### src/rtl/router_core_param.sv
// Ring router core: RX classification (drop / deliver / forward), forward FIFO, one-entry local
// injection and an anti-starvation TX arbiter. Define ROUTER_BCAST_EN to deliver-and-forward dst=all-ones.
module router_core_param #(
  parameter int ADDR_W     = 4,
  parameter int TYPE_W     = 3,
  parameter int PAYLOAD_W  = 24,
  parameter int NODE_ADDR  = 0,
  parameter int FWD_DEPTH  = 4,
  parameter int STARVE_LIM = 3,
  localparam int FLIT_W    = 2*ADDR_W + TYPE_W + PAYLOAD_W,
  localparam int PKT_W     = ADDR_W + TYPE_W + PAYLOAD_W
) (
  input  logic              Clk_R,
  input  logic              Rst_n,
  input  logic [FLIT_W-1:0] RX_Data,
  input  logic              RX_Data_Valid,
  output logic              RX_Data_Ready,
  output logic [FLIT_W-1:0] TX_Data,
  output logic              TX_Data_Valid,
  input  logic              TX_Data_Ready,
  input  logic [PKT_W-1:0]  Packet_From_Node,
  input  logic              Packet_From_Node_Valid,
  output logic              Core_Load_Ack,
  output logic [PKT_W-1:0]  Packet_To_Node,
  output logic              Packet_To_Node_Valid,
  input  logic              Packet_To_Node_Ready
);

  localparam int PTR_W = $clog2(FWD_DEPTH) + 1;
  localparam int CNT_W = $clog2(STARVE_LIM + 1);
  localparam logic [ADDR_W-1:0] SELF     = ADDR_W'(NODE_ADDR);
  localparam logic [CNT_W-1:0]  LIM      = CNT_W'(STARVE_LIM);
  localparam logic [PTR_W-1:0]  WRAP_BIT = {1'b1, {(PTR_W-1){1'b0}}};
`ifdef ROUTER_BCAST_EN
  localparam logic [ADDR_W-1:0] BCAST    = '1;
`endif

  logic [FLIT_W-1:0] fifo_mem [FWD_DEPTH];
  logic [PTR_W-1:0]  wr_ptr, rd_ptr;
  logic              fifo_empty, fifo_full, fifo_push, fifo_pop;

  logic              inj_full, inj_load;
  logic [FLIT_W-1:0] inj_flit;
  logic [CNT_W-1:0]  starve_cnt;
  logic              starve_hit;

  logic [ADDR_W-1:0] rx_dst, rx_src;
  logic              rx_accept, rx_deliver, rx_fwd;
  logic              tx_loadable, sel_fifo, sel_inj;

  assign rx_dst = RX_Data[FLIT_W-1 -: ADDR_W];
  assign rx_src = RX_Data[FLIT_W-ADDR_W-1 -: ADDR_W];

  assign fifo_empty = (wr_ptr == rd_ptr);
  assign fifo_full  = ((wr_ptr ^ rd_ptr) == WRAP_BIT);

  // Ready is built from registered state only; held low throughout reset.
  assign RX_Data_Ready = Rst_n && !fifo_full && !Packet_To_Node_Valid;
  assign rx_accept     = RX_Data_Valid && RX_Data_Ready;

  // NOTE: every always_comb output gets a default first so no path can infer a latch.
  always_comb begin
    rx_deliver = 1'b0;
    rx_fwd     = 1'b0;
    if (rx_src != SELF) begin
`ifdef ROUTER_BCAST_EN
      if (rx_dst == BCAST) begin
        rx_deliver = 1'b1;
        rx_fwd     = 1'b1;
      end else
`endif
      if (rx_dst == SELF) rx_deliver = 1'b1;
      else                rx_fwd     = 1'b1;
    end
  end

  assign fifo_push = rx_accept && rx_fwd;

  // TX arbitration: FIFO wins unless the pending injection has waited STARVE_LIM sends.
  assign tx_loadable = !TX_Data_Valid || TX_Data_Ready;
  assign starve_hit  = (starve_cnt == LIM);
  assign sel_inj     = tx_loadable && inj_full && (fifo_empty || starve_hit);
  assign sel_fifo    = tx_loadable && !fifo_empty && !sel_inj;
  assign fifo_pop    = sel_fifo;
  assign inj_load    = !inj_full && Packet_From_Node_Valid;

  // NOTE: the FIFO storage has no reset; the pointers alone define which entries are valid.
  always_ff @(posedge Clk_R) begin
    if (fifo_push) fifo_mem[wr_ptr[PTR_W-2:0]] <= RX_Data;
  end

  // NOTE: all state uses non-blocking assignments so every register samples pre-edge values.
  always_ff @(posedge Clk_R or negedge Rst_n) begin
    if (!Rst_n) begin
      wr_ptr <= '0;
      rd_ptr <= '0;
    end else begin
      if (fifo_push) wr_ptr <= wr_ptr + PTR_W'(1);
      if (fifo_pop)  rd_ptr <= rd_ptr + PTR_W'(1);
    end
  end

  always_ff @(posedge Clk_R or negedge Rst_n) begin
    if (!Rst_n) begin
      Packet_To_Node_Valid <= 1'b0;
      Packet_To_Node       <= '0;
    end else if (rx_accept && rx_deliver) begin
      Packet_To_Node_Valid <= 1'b1;
      Packet_To_Node       <= {RX_Data[PAYLOAD_W +: TYPE_W], rx_src, RX_Data[PAYLOAD_W-1:0]};
    end else if (Packet_To_Node_Ready) begin
      Packet_To_Node_Valid <= 1'b0;
    end
  end

  always_ff @(posedge Clk_R or negedge Rst_n) begin
    if (!Rst_n) begin
      inj_full      <= 1'b0;
      inj_flit      <= '0;
      Core_Load_Ack <= 1'b0;
    end else begin
      Core_Load_Ack <= inj_load;
      if (sel_inj) begin
        inj_full <= 1'b0;
      end else if (inj_load) begin
        inj_full <= 1'b1;
        inj_flit <= {Packet_From_Node[PKT_W-1 -: ADDR_W], SELF,
                     Packet_From_Node[TYPE_W+PAYLOAD_W-1:0]};
      end
    end
  end

  always_ff @(posedge Clk_R or negedge Rst_n) begin
    if (!Rst_n) begin
      starve_cnt <= '0;
    end else if (!inj_full || sel_inj) begin
      starve_cnt <= '0;
    end else if (sel_fifo && !starve_hit) begin
      starve_cnt <= starve_cnt + CNT_W'(1);
    end
  end

  always_ff @(posedge Clk_R or negedge Rst_n) begin
    if (!Rst_n) begin
      TX_Data_Valid <= 1'b0;
      TX_Data       <= '0;
    end else if (tx_loadable) begin
      TX_Data_Valid <= sel_fifo || sel_inj;
      if (sel_fifo)     TX_Data <= fifo_mem[rd_ptr[PTR_W-2:0]];
      else if (sel_inj) TX_Data <= inj_flit;
    end
  end

endmodule

### config.mk
export PLATFORM = sky130hd
export DESIGN_NAME = router_core_param
export DESIGN_NICKNAME = d
export VERILOG_FILES = /design/src/rtl/router_core_param.sv
export SDC_FILE = /design/constraint.sdc
export NUM_CORES = 1
export LEC_CHECK = 0
export CAP_MARGIN = 20
export CELL_PAD_IN_SITES_DETAIL_PLACEMENT = 2
export CELL_PAD_IN_SITES_GLOBAL_PLACEMENT = 2
export CORE_MARGIN = 3
export CORE_UTILIZATION = 43
export CTS_CLUSTER_DIAMETER = 100
export DETAILED_ROUTE_END_ITERATION = 12
export GPL_TIMING_DRIVEN = 0
export PLACE_DENSITY_LB_ADDON = 0.1
export SLEW_MARGIN = 20
export SYNTH_ARGS = -nofsm -noshare
export SYNTH_HDL_FRONTEND = slang
export SYNTH_SLANG_ARGS = --single-unit
### constraint.sdc
create_clock -name Clk_R -period 7.9 [get_ports Clk_R]
set_input_delay 1.58 -clock Clk_R [delete_from_list [all_inputs] [get_ports Clk_R]]
set_output_delay 1.58 -clock Clk_R [all_outputs]
set_load 0.02 [all_outputs]
==> results of run 1 <==
## per-stage QoR
stage | setup TNS [ns] | util
final | 0 | 0.5720
after global routing | 0 | 0.5720
after CTS | 0 | 0.5720
after detailed placement | 0 | 0.5275
after global placement | -367.38 | 0.5212
after floorplan | 0 | -
## area by class of cell
type,count,share of cell area
Tap cell,280,0.02781
Buffer,26,0.01321
Clock inverter,15,0.01857
Sequential cell,249,0.5502
Inverter,9,0.002682
Multi-Input combinational cell,241,0.2071
Timing Repair Buffer,146,0.1213
Clock buffer,35,0.05919
## report_power, final
group,total (mW),switching [mW],internal (mW)
combinational,1.75,0.888,0.864
clock,1.38,0.514,0.863
sequential,1.91,0.185,1.72
## cell families (layout without fill, tap and decap cells)
logic type	count (synthesis)	count (layout)	share of synthesized area
flops	249	249	0.7133
fa+ha+maj	6	6	0.007725
xor+xnor	8	8	0.008755
compound gates	45	45	0.02742
buf+inv	35	231	0.02060
mux	130	130	0.1984
simple gates	52	52	0.02382
## synth_stat cells
library cell  instances  area share
edfxtp_1            140        0.43
dfrtp_1             109        0.28
nand2_1              37       0.014
mux2_2               35       0.041
mux4_2               35       0.081
mux2i_1              31       0.032
mux2_4               29       0.045
o21ai_0              19      0.0098
o21ai_1              15      0.0077
clkbuf_1             10      0.0039
inv_1                 9      0.0035
buf_2                 7      0.0036
buf_6                 7      0.0081
ha_1                  6      0.0077
a22o_1                4      0.0036
nor2_1                4      0.0015
xnor2_1               4      0.0036
nand2b_1              3      0.0019
a21oi_1               2      0.0010
buf_4                 2      0.0015
nor2b_1               2      0.0013
xnor2_2               2      0.0033
xor2_1                2      0.0018
a311oi_2              1      0.0015
a31oi_1               1     0.00064
a31oi_2               1      0.0013
a41o_1                1      0.0010
and2_1                1     0.00064
nand3_1               1     0.00051
nand4_2               1      0.0013
nor4_1                1     0.00064
nor4b_1               1     0.00090
o211ai_1              1     0.00077
or4_1                 1     0.00077
## sequential cells by signal (all words and copies together), names as in the netlist
name,cells
Core_Load_Ack,1
Packet_To_Node,31
Packet_To_Node_Valid,1
TX_Data,35
TX_Data_Valid,1
fifo_mem,140
inj_flit,31
inj_full,1
rd_ptr,3
starve_cnt,2
wr_ptr,3
## final timing paths
check                                     start              to  slack (ns)  cells past startpoint
max in group asynchronous                 Rst_n      TX_Data[7]        6.19                      2
min reg2reg                          TX_Data[2]      TX_Data[2]        0.48                      2
max                                       Rst_n   RX_Data_Ready        3.23                      4
min                                  TX_Data[2]      TX_Data[2]        0.48                      2
max reg2reg                Packet_To_Node_Valid  fifo_mem[2][2]        5.14                      5
min in group asynchronous                 Rst_n    inj_flit[31]        0.98                      1
## cell usage in the layout (no fill, tap or decap), drive strengths merged, types with 11 or more instances in the layout
cell           count
mux2              64
inv               11
dfrtp            109
o21ai             34
clkdlybuf4s50    140
mux2i             31
mux4              35
nand2             37
buf               22
edfxtp           140
clkbuf            45
## tightest hold or removal path, delay by kind of cell, from the launching register on
kind | cells | cell delay (ns)
AND/OR/NAND/NOR | 1 | 0.05
flip-flops | 1 | 0.35
AO/OA/AOI/OAI | 1 | 0.06
## routing by layer
metal	routed length, microns	GRT usage
met5	13	0
met4	391	0.03960
met3	992	0.03485
met2	12790	0.3650
met1	10240	0.2677
==> summary.md, run 1 <==
| Metric | Value |
|---|---|
| Clock-pin slew on the worst setup and hold paths | `0.06 ns` |
| Slew Viols, Final | `0` |
| Number of placement rows | `54` |
| Multi-input logic area | `2609 sq um` |
| Avg WL per Cell | `24.39 microns` |
| Worst setup path class | `in2out` |
| Syn nets | `603` |
| Maxcap violations | `0` |
| Min Tclk post-route | `4.672 ns` |
| Initial DRC Count | `288` |
| DP Area | `11620 sq um` |
| CTS tree | `yes` |
| CP Launch Type | `input pin` |
| TritonRoute pass-1 iters | `4` |
| Worst slew margin | `0.4524` |
| DRC | `0` |
| RSZ-0062 raised after global routing | `false` |
| Flops & latches, synth | `249` |
| Final wirelength | `24.42 mm` |
| ANT cells | `0` |
| Via count | `5361` |
| Crit. End Element | `output port` |
| Worst Max-Slew Pin Slew | `0.8159 ns` |
| PnR Total Power | `5.036 mW` |
| Worst Path Arrival | `3.09 ns` |
| CTS Buf Count | `27` |
| First-pass GRT wire length | `38.10 mm` |
| # resized after CTS | `0` |
| H-tree Lvls | `1` |
| Worst Path Required | `6.32 ns` |
| Crit-path cells | `buf_6 > nand2b_1 > a31oi_2 > clkdlybuf4s50_1` |
| Pin count of the biggest net entering global routing | `67` |
| Seq/Total Area, Yosys | `0.7133` |
| DPL Wire Length | `16.34 mm` |
| Clk buf depth | `3` |
| Clock Root Buffer | `clkbuf_16` |
| Peak supply drop | `0.2051 mV` |
| Layout Nets | `778` |
| WP buf/inv | `2` |
| Clock latency on the worst-skew pair | `0.52 ns` |
| Worst slack, placed | `3.191 ns` |
| Initial antenna violation count | `1` |
| PortBufs | `141` |
| Fillers | `1885` |
| Post-CTS setup buffers | `0` |
| Setup ws final | `3.229 ns` |
| Syn. warnings | `0` |
| Synth unique cells | `34` |
| FMAX | `214.1 MHz` |
| Synth Instances | `525` |
| Reg area | `6932 sq um` |
| PD cells | `399.7 nW/um^2` |
| Mean Syn Cell Area | `18.51 sq um` |
| Slowest CP cell | `clkdlybuf4s50_1` |
| GPL Wtd Cong | `0.7045` |
| Final setup viols | `0` |
| Worst hold slack | `0.4838 ns` |
| IO Count | `142` |
| Outcome | `finished clean` |
| Hold/Removal Path Class | `reg2reg` |
| GRT overflow | `0` |
| Initial Util | `0.4412` |
| P&R area growth vs syn | `29.64%` |
| Die Width | `156.3 microns` |
| Sink Count | `249` |
| Placed cell count | `951` |
| Vias/cell | `5.356` |
| Design area | `12600 sq um` |
| Clock Skew | `0.007223 ns` |
| Slowest cell delay on critical path | `0.66 ns` |
| Die span in y | `156.3 microns` |
| Delay-heaviest family, CP | `buffers and inverters` |
| Synth Cell Area | `9718 sq um` |
| Leakage power total | `4.886 nW` |
| Fin crit share | `0.5913` |
| Layout cells sized above 1 | `0.2427` |
| Remaining antenna violation count | `0` |
| Crit path max fanout | `45` |
| Die ar. | `24440 sq um` |
| Vias in the first global route | `6291` |
| Core Box Area | `22030 sq um` |
| Final hold vios | `0` |
| Global Route Usage Sum | `0.2050` |
| Post-route non-filler standard cell count | `1001` |
| Hold-fix buffers, CTS | `0` |
No activity file was read; power rests on OpenSTA's default activity.
==> run 2, diff against run 1 <==
- CORE_UTILIZATION: 43 -> 36
- clock period: 7.9 -> 4.1 ns (I/O delays scaled with it)
==> run 2 against run 1 <==
Cell area is 0.80% higher; total power is 90% higher; global-route usage is 3.5 points lower; flip-flop and latch count stayed put; register-to-register slack worse by 3.8 ns; non-clock buffer count is 2 higher; worst hold slack worse by 0.25 ns; worst setup slack worse by 2.4 ns; routed wire length is 0.52% higher; first-iteration DRC count is 28% lower; critical path type is now in2reg.
==> summary.md, run 2 (synthesis gave the netlist of run 1 again) <==
| Metric | Value |
|---|---|
| Worst slew margin | `0.3939 (-0.05849)` |
| Avg WL per Cell | `23.18 microns (-5.0%)` |
| Clk buf depth | `3 (unchanged)` |
| Clock Root Buffer | `clkbuf_16` |
| DP Area | `11750 sq um (+1.1%)` |
| Worst Max-Slew Pin Slew | `0.9092 ns (+0.09321 ns)` |
| Fillers | `2406 (+28%)` |
| Initial antenna violation count | `1 (unchanged)` |
| Slew Viols, Final | `0 (unchanged)` |
| Max reg flops | `140 (unchanged)` |
| Net load switching power | `3.009 mW (+90%)` |
| Layout Nets | `781 (+0.39%)` |
| Clock latency on the worst-skew pair | `0.53 ns (about the same)` |
| GPL Wtd Cong | `0.6809 (-3.3%)` |
| First-pass GRT wire length | `37.72 mm (-0.99%)` |
| Layout cells sized above 1 | `0.2417 (-0.001006)` |
| Multi-input logic area | `2609 sq um (unchanged)` |
| Worst slack, placed | `0.2315 ns (-2.960 ns)` |
| Vias in the first global route | `6353 (+0.99%)` |
| Placed cell count | `1008 (+6.0%)` |
| Final setup viols | `0 (unchanged)` |
| Remaining antenna violation count | `0 (unchanged)` |
| Commonest cells after routing, fill and taps aside | `edfxtp_1, clkdlybuf4s50_1, dfrtp_1` |
| Die span in y | `170.3 microns (+8.9%)` |
| Sink Count | `249 (unchanged)` |
| Design area | `12700 sq um (+0.80%)` |
| Worst setup path class | `in2reg` |
| Post-route non-filler standard cell count | `1059 (+5.8%)` |
| Final Util | `0.4832 (-0.08873)` |
| Internal cell power | `6.556 mW (+90%)` |
| Min Tclk post-route | `3.280 ns` |
| PD cells | `753.2 nW/um^2 (+88%)` |
| Via count | `5300 (-1.1%)` |
| P&R area growth vs syn | `30.68%` |
| Final TNS setup | `0 ns (unchanged)` |
| Sw frac | `0.3146 (-0.0005547)` |
| # resized after CTS | `0 (unchanged)` |
| Setup ws final | `0.8199 ns (-2.409 ns)` |
| Number of placement rows | `59 (+9.3%)` |
| Pin count of the biggest net entering global routing | `62 (-7.5%)` |
| Worst Path Arrival | `3.51 ns (+0.42 ns)` |
| Crit path max fanout | `14 (-69%)` |
| Die Width | `170.3 microns (+8.9%)` |
| CP Launch Type | `input pin` |
| CTS tree | `yes` |
| Core Box Area | `26280 sq um (+19%)` |
| Initial Util | `0.3698 (-0.07142)` |
| Clock Skew | `0.01154 ns (+0.004316 ns)` |
| Outcome | `finished clean` |
| Hold-fix buffers, CTS | `0 (unchanged)` |
| DRC | `0 (unchanged)` |
| H-tree Lvls | `1 (unchanged)` |
| Leakage power total | `4.901 nW (+0.30%)` |
| PnR Total Power | `9.565 mW (+90%)` |
| IO Count | `142 (unchanged)` |
| CTS Buf Count | `28 (+3.7%)` |
| Maxcap violations | `0 (unchanged)` |
| Crit. End Element | `flip-flop` |
| Final wirelength | `24.54 mm (+0.52%)` |
| Clock Power Share | `0.262 (-0.011)` |
| Fin crit share | `0.8000` |
| Final hold vios | `0 (unchanged)` |
| Post-CTS setup buffers | `0 (unchanged)` |
| ANT cells | `0 (unchanged)` |
| Clock-pin slew on the worst setup and hold paths | `0.06 ns (about the same)` |
| Hold/Removal Path Class | `in2async` |
| DPL Wire Length | `16.75 mm (+2.5%)` |
| PortBufs | `141 (unchanged)` |
| Worst Path Required | `4.33 ns (-1.99 ns)` |
| Global Route Usage Sum | `0.1704 (-0.03458)` |
| RSZ-0062 raised after global routing | `false` |
| FMAX | `304.9 MHz` |
| Peak supply drop | `0.4055 mV (+98%)` |
| Register share of total power | `0.384 (+0.005)` |
| Reg area | `6932 sq um (unchanged)` |
| Vias/cell | `5.005 (-6.6%)` |
| Worst hold slack | `0.2341 ns (-0.2497 ns)` |
| TritonRoute pass-1 iters | `4 (unchanged)` |
| GRT overflow | `0 (unchanged)` |
| Initial DRC Count | `207 (-28%)` |
| Die ar. | `29000 sq um (+19%)` |
| Comb power frac | `0.353 (+0.005)` |
-- run 2: changes by cell type in the layout (fill, tap and decap cells not counted), moves of 3 or more --
cell	change
buf_16	+3
bufinv_16	-5
clkbuf_8	+5
clkbuf_1	+4
clkbuf_16	+3
-- run 2: cell type report --
class,instances,area share
Buffer,26,0.01310
Clock buffer,47,0.07123
Clock inverter,4,0.003547
Inverter,9,0.002660
Multi-Input combinational cell,241,0.2054
Sequential cell,249,0.5458
Tap cell,335,0.03300
Timing Repair Buffer,148,0.1252
-- run 2: final timing paths --
path                                 startpoint                   end  slack [ns]  depth (start not counted)
hold / removal                            Rst_n  Packet_To_Node_Valid        0.23                          1
max in group asynchronous                 Rst_n             wr_ptr[0]        3.16                          2
setup / recovery                    RX_Data[27]        fifo_mem[0][9]        0.82                          7
hold reg to reg                     TX_Data[24]           TX_Data[24]        0.49                          2
min in group Clk_R                  TX_Data[24]           TX_Data[24]        0.49                          2
setup reg to reg           Packet_To_Node_Valid        fifo_mem[0][9]        1.33                          6
-- run 2: routing by layer --
metal | wire length [microns] | GRT usage | share of wire
met5 | 11 | 0 | 0.00045
met4 | 342 | 0.03280 | 0.014
met3 | 1116 | 0.03089 | 0.045
met2 | 12860 | 0.3135 | 0.52
met1 | 10220 | 0.2113 | 0.42
-- run 2: worst max-delay path: stages --
cell	delay [ns]
clkdlybuf4s50_1	0.62
or4_1	0.25
nor4b_1	0.42
o21ai_1	0.41
nor2_4	0.59
buf_16	0.23
buf_16	0.16
-- run 2: power groups by stage --
stage	logic [mW]	registers, mW	clock network (mW)
after floorplan	1.75	3.98	0
after global placement	3.28	3.70	0
after detailed placement	3.45	3.73	0
after CTS	3.47	3.69	2.58
after global routing	3.67	3.75	2.70
final	3.38	3.68	2.51
